File: src/rtl/fs_cap_mc.sv
// Multi-channel frame-sync capture: per-channel VS synchroniser, glitch filter,
// selectable edge detect, frame counter and sticky frame-timeout watchdog.
module fs_cap_mc #(
  parameter int unsigned CH_NUM      = 4,
  parameter int unsigned SYNC_STAGES = 3,
  parameter int unsigned FILT_LEN    = 4,
  parameter int unsigned CNT_W       = 16,
  parameter int unsigned TO_W        = 24
) (
  input  logic                      clk_i,
  input  logic                      rstn_i,
  input  logic [CH_NUM-1:0]         vs_i,
  input  logic [CH_NUM-1:0]         en_i,
  input  logic [CH_NUM-1:0]         edge_sel_i,
  input  logic [CH_NUM-1:0]         clr_i,
  input  logic [TO_W-1:0]           to_limit_i,
  output logic [CH_NUM-1:0]         fs_cap_o,
  output logic [CH_NUM*CNT_W-1:0]   fs_cnt_o,
  output logic [CH_NUM-1:0]         to_o
);

  localparam int unsigned INIT_CYC = SYNC_STAGES + 2;
  localparam int unsigned IC_W     = $clog2(INIT_CYC);
  localparam int unsigned FC_W     = (FILT_LEN > 1) ? $clog2(FILT_LEN) : 1;

  typedef enum logic {ST_INIT, ST_RUN} state_e;

  state_e            state_q, state_d;
  logic [IC_W-1:0]   init_cnt_q, init_cnt_d;
  logic              in_init_c;

  // Shared startup sequencer: hold filters transparent until the sync chains are primed
  always_ff @(posedge clk_i or negedge rstn_i) begin
    if (!rstn_i) begin
      state_q    <= ST_INIT;
      init_cnt_q <= '0;
    end else begin
      state_q    <= state_d;
      init_cnt_q <= init_cnt_d;
    end
  end

  always_comb begin
    state_d    = state_q;
    init_cnt_d = init_cnt_q;
    case (state_q)
      ST_INIT: begin
        if (init_cnt_q == IC_W'(INIT_CYC - 1)) state_d = ST_RUN;
        else                                   init_cnt_d = init_cnt_q + IC_W'(1);
      end
      ST_RUN:  state_d = ST_RUN;
      default: state_d = ST_INIT;
    endcase
  end

  assign in_init_c = (state_q == ST_INIT);

  for (genvar ch = 0; ch < int'(CH_NUM); ch++) begin : g_ch
    logic [SYNC_STAGES-1:0] sync_q;
    logic                   s_c;
    logic                   filt_q, filt_d;
    logic                   fdly_q, fdly_d;
    logic [FC_W-1:0]        fcnt_q, fcnt_d;
    logic                   edge_c;
    logic                   cap_q, cap_d;
    logic [CNT_W-1:0]       cnt_q, cnt_d;
    logic [TO_W-1:0]        tcnt_q, tcnt_d;
    logic                   to_q, to_d;

    assign s_c = sync_q[SYNC_STAGES-1];

    always_ff @(posedge clk_i or negedge rstn_i) begin
      if (!rstn_i) begin
        sync_q <= '0;
        filt_q <= 1'b0;
        fdly_q <= 1'b0;
        fcnt_q <= '0;
        cap_q  <= 1'b0;
        cnt_q  <= '0;
        tcnt_q <= '0;
        to_q   <= 1'b0;
      end else begin
        sync_q <= {sync_q[SYNC_STAGES-2:0], vs_i[ch]};
        filt_q <= filt_d;
        fdly_q <= fdly_d;
        fcnt_q <= fcnt_d;
        cap_q  <= cap_d;
        cnt_q  <= cnt_d;
        tcnt_q <= tcnt_d;
        to_q   <= to_d;
      end
    end

    // Accept a new level only after FILT_LEN consecutive differing samples
    always_comb begin
      filt_d = filt_q;
      fcnt_d = '0;
      fdly_d = filt_q;
      if (in_init_c) begin
        filt_d = s_c;
        fdly_d = s_c;
      end else if (s_c != filt_q) begin
        if (fcnt_q == FC_W'(FILT_LEN - 1)) filt_d = s_c;
        else                               fcnt_d = fcnt_q + FC_W'(1);
      end
    end

    assign edge_c = ~in_init_c & en_i[ch] &
                    (edge_sel_i[ch] ? (fdly_q & ~filt_q) : (filt_q & ~fdly_q));

    // Clear beats counting; a coincident pulse is still emitted but not counted
    always_comb begin
      cap_d  = edge_c;
      cnt_d  = cnt_q;
      tcnt_d = tcnt_q;
      to_d   = to_q;
      if (clr_i[ch]) begin
        cnt_d  = '0;
        tcnt_d = '0;
        to_d   = 1'b0;
      end else if (!en_i[ch]) begin
        tcnt_d = '0;
      end else begin
        if (edge_c) begin
          cnt_d  = cnt_q + CNT_W'(1);
          tcnt_d = '0;
        end else if (tcnt_q != '1) begin
          tcnt_d = tcnt_q + TO_W'(1);
        end
        if ((to_limit_i != '0) && (tcnt_d == to_limit_i)) to_d = 1'b1;
      end
    end

    assign fs_cap_o[ch]                  = cap_q;
    assign fs_cnt_o[ch*CNT_W +: CNT_W]   = cnt_q;
    assign to_o[ch]                      = to_q;
  end

endmodule

File: config.mk
export PLATFORM = sky130hd
export DESIGN_NAME = fs_cap_mc
export DESIGN_NICKNAME = d
export VERILOG_FILES = /design/src/rtl/fs_cap_mc.sv
export SDC_FILE = /design/constraint.sdc
export NUM_CORES = 1
export LEC_CHECK = 0
export ABC_AREA = 1
export CAP_MARGIN = 20
export CORE_AREA = 4 4 154 156
export CTS_CLUSTER_DIAMETER = 200
export DETAILED_ROUTE_END_ITERATION = 10
export DIE_AREA = 0 0 158 160
export PLACE_DENSITY = 0.8
export SLEW_MARGIN = 0
export SYNTH_ARGS = -nofsm -noshare
export SYNTH_HDL_FRONTEND = slang
export SYNTH_SLANG_ARGS = --single-unit
File: constraint.sdc
create_clock -name clk_i -period 2.87 [get_ports clk_i]
set_clock_uncertainty 0.05 [all_clocks]
set_input_delay 0.7175 -clock clk_i [delete_from_list [all_inputs] [get_ports clk_i]]
set_output_delay 0.7175 -clock clk_i [all_outputs]
set_load 0.03 [all_outputs]
==> out/results.ini <==
[floorplanning]
die-area_um2=25300
start_util_pct=57.8
dieWidth_um=158
ios=114
die_y_um=160
rows=55
coreArea_um2=22400

[routing]
vias_per_cell=5.59
route.detailed.drc=0
wl_um=43800
ant_nets=0
drtPass1Iterations=5
m1WireLength_um=17900
vias=13700
wl_per_cell_um=17.9
drt_iter0_markers=1352
wl_met2_um=19900
dr_wl_met3_um=3940
topRoutingLayerUsed=met4

[timing]
slew_headroom_pct=55.5
layout_worst_path_cycle_share_pct=91.9
fin_ws_ps=233
final_hold_viol_count=0
setup_viol=0
grt_setup_unrepaired=no
fin_crit_ps=2640
max_freq_ghz=0.379
setup-tns-final_ps=0
slew_violations=0
worstMarginPinSlew_ps=667

[status]
status=finished, final reports clean

[clock_tree]
htreeDepth=4
cts_tree=done
clkLatencyLatePin_ps=450
holdBufCountCts=0
cts_resized=0
clock_path_buffers=2
clk_pin_slew_ps=90
cts_made_buffers=17
cts-root-buf=clkbuf_16
clock-sinks=200
cts_setup_buffers=0

[worst_setup_path]
cpPeakStageDelay_ps=420
required_ps=3190
worst-path-buf-inv=1
crit_top_cell=nand2_1
worst-setup-path-type=reg2reg
worstPathCellList=ha_1 -> inv_2 -> nor2_4 -> nand2_2 -> nor2_4 -> nand2_4 -> nand3_1 -> nand2_1 -> nand2_1 -> o21ai_1 -> nor2_1 -> nand3_1 -> nor2_1 -> nand2_1 -> a21oi_2
worstSetupStartpointType=flop
cp_max_fo=24
critPathArrivalTime_ps=2960
end_kind=flop
crit_family=simple AND/OR/NAND/NOR gates
cp_slowest_cell=dfrtp_1

[placed_design]
hpwl_um=33200
place_congestion=1.04
placedCellCount=2415
preCtsSetupSlack_ps=-30.5
port_buffers=113

[pwr]
pwr-share-comb_pct=18.2
pwr-share-seq_pct=44.1
p_int_uw=4670
leakage_uw=0.00724
power_density_nw_per_um2=444
ir_drop_mv=0.395
total_power_uw=6980
swShare_pct=33.2
p_clk_share_pct=37.7
switching_power_uw=2320

[cells_and_area]
diodes=0
stdcell_count=2447
final_net_count=2205
area_growth_pct=21.6
drive_gt1_share_pct=10.5

[flow_run]
cap_violations=0

[global_routing]
grt_overflow=0
grt_start_max_net_pins=70
grt_pass1_vias=13300
grt_pass1_wl_um=69800
grt_use_total_pct=35.3
antenna_found_initial=0

[synthesis]
yosysSeqAreaShare_pct=38.7
synth_top_area_share_pct=38.7
avgSynthCellArea_um2=6.63
netlist_instances=1951
netlist_top_cells_area=dfrtp_1, nand2_1, nor2_1
ys_ff_latch=200
synth.net_count=2007
syn_area_um2=12900
yosys_warnings=0
yosysTopAreaCell=dfrtp_1
synth.distinct_cells=41

[min_path]
hold_path_class=in2async

[area by class of cell]
cell class	count	area [µm²]
multi-input cells	1509	6920
well taps	285	357
repair buffers	231	2080
flip-flops and latches	200	5000
clock buffers	17	425
clock inverters	15	223
fillers	1946	6640
inverters	190	713
[path summary, 6_finish.rpt]
| kind | startpoint | endpoint | slack, ps | cells past startpoint |
|---|---|---|---|---|
| setup / recovery | g_ch[3].tcnt_q[1]$_DFF_PN0_ | g_ch[3].to_q$_DFFE_PN0P_ | 230 | 15 |
| hold reg to reg | g_ch[2].sync_q[1]$_DFF_PN0_ | g_ch[2].sync_q[2]$_DFF_PN0_ | 300 | 0 |
| setup reg to reg | g_ch[3].tcnt_q[1]$_DFF_PN0_ | g_ch[3].to_q$_DFFE_PN0P_ | 230 | 15 |
| hold / removal | rstn_i | g_ch[0].to_q$_DFFE_PN0P_ | 210 | 1 |
| max in group asynchronous | rstn_i | g_ch[1].cnt_q[3]$_DFFE_PN0P_ | 1790 | 2 |
| min in group clk_i | g_ch[2].sync_q[1]$_DFF_PN0_ | g_ch[2].sync_q[2]$_DFF_PN0_ | 300 | 0 |
[flip-flops by register name, summed over array words and instances (netlist names)]
name / cells
g_ch.cap_q: 4
g_ch.cnt_q: 64
g_ch.fcnt_q: 8
g_ch.fdly_q: 4
g_ch.filt_q: 4
g_ch.sync_q: 12
g_ch.tcnt_q: 96
g_ch.to_q: 4
init_cnt_q: 3
state_q: 1
[cell usage after synthesis]
cell	count
inv_1	173
xor2_1	14
nor3_2	5
nand2_4	4
or2_1	2
nand3_2	8
nor4b_1	1
nor2_4	9
nand2_2	11
a21oi_1	46
and3_1	3
nor3b_2	1
o21ai_0	62
nor2_1	318
buf_6	8
inv_2	14
a211oi_1	4
nor4_1	2
or2_0	1
o221a_2	1
buf_2	8
or2_2	8
nand3_1	218
xnor2_1	9
buf_4	9
clkinv_1	3
o21ai_2	3
clkbuf_1	25
nor3_1	37
a31oi_1	2
nand3b_1	27
o21ai_1	6
dfrtp_1	200
ha_1	14
nand4_1	37
a221oi_1	1
nor2_2	8
buf_1	2
o21a_1	3
nand2_1	640
a21oi_2	4
[layer usage]
layer	track usage, %	vias up
met3	7.43	119
li1	-	6646
met4	14.5	0
met2	55.7	611
met1	47.3	6309
met5	0	-
[kinds of logic (layout without fill, tap and decap cells)]
| family | Yosys count | count (layout) | synth area share [%] |
|---|---|---|---|
| buffers and inverters | 242 | 453 | 7.83 |
| AOI/OAI and AO/OA | 132 | 132 | 5.54 |
| and+or+nand+nor | 1340 | 1340 | 45.0 |
| adders and majority gates | 14 | 14 | 1.35 |
| DFF | 200 | 200 | 38.7 |
| xor gates and xnor gates | 23 | 23 | 1.56 |
[stage by stage]
step	hold slack [ps]	util (%)	instance area, µm²
3_5_place_dp	285	67.4	15100
4_1_cts	247	70.3	15700
6_report	212	70.3	15700
2_1_floorplan	281	-	12900
3_3_place_gp	283	67.4	15100
5_1_grt	256	70.3	15700
[power groups by stage]
stage / Combinational, µW / Sequential [µW] / Clock, µW
after detailed placement: 1240 / 3130 / 0
final: 1270 / 3080 / 2640
after global routing: 1390 / 3100 / 2790
after CTS: 1250 / 3080 / 2670
after global placement: 1210 / 3120 / 0
after floorplan: 639 / 3150 / 0
[worst register-to-register path: stages (launching register included)]
cell and delay (ps):
dfrtp_1 420, ha_1 270, inv_2 70, nor2_4 160
nand2_2 110, nor2_4 180, nand2_4 210, nand3_1 210
nand2_1 100, nand2_1 80, o21ai_1 70, nor2_1 150
nand3_1 100, nor2_1 100, nand2_1 120, a21oi_2 140
[cells in the final DEF (no fill, tap or decap), types with 2 or more instances in the layout]
master           netlist  layout
a211oi_1               4       4
a21oi_1               46      46
a21oi_2                4       4
a31oi_1                2       2
and3_1                 3       3
buf_12                 0       5
buf_4                  9     113
clkbuf_16              0      17
clkdlybuf4s50_1        0     112
clkinv_1               3       3
clkinv_8               0       4
dfrtp_1              200     200
ha_1                  14      14
inv_1                173     173
inv_12                 0       5
inv_16                 0       2
inv_2                 14      14
inv_6                  0       2
nand2_1              640     639
nand2_2               11      12
nand2_4                4       4
nand3_1              218     218
nand3_2                8       8
nand3b_1              27      27
nand4_1               37      37
nor2_1               318     318
nor2_2                 8       8
nor2_4                 9       9
nor3_1                37      37
nor3_2                 5       5
nor4_1                 2       2
o21a_1                 3       3
o21ai_0               62      62
o21ai_1                6       6
o21ai_2                3       3
or2_1                  2       2
or2_2                  8       8
xnor2_1                9       9
xor2_1                14      14
Note: power is estimated with default switching activity, not from simulation.
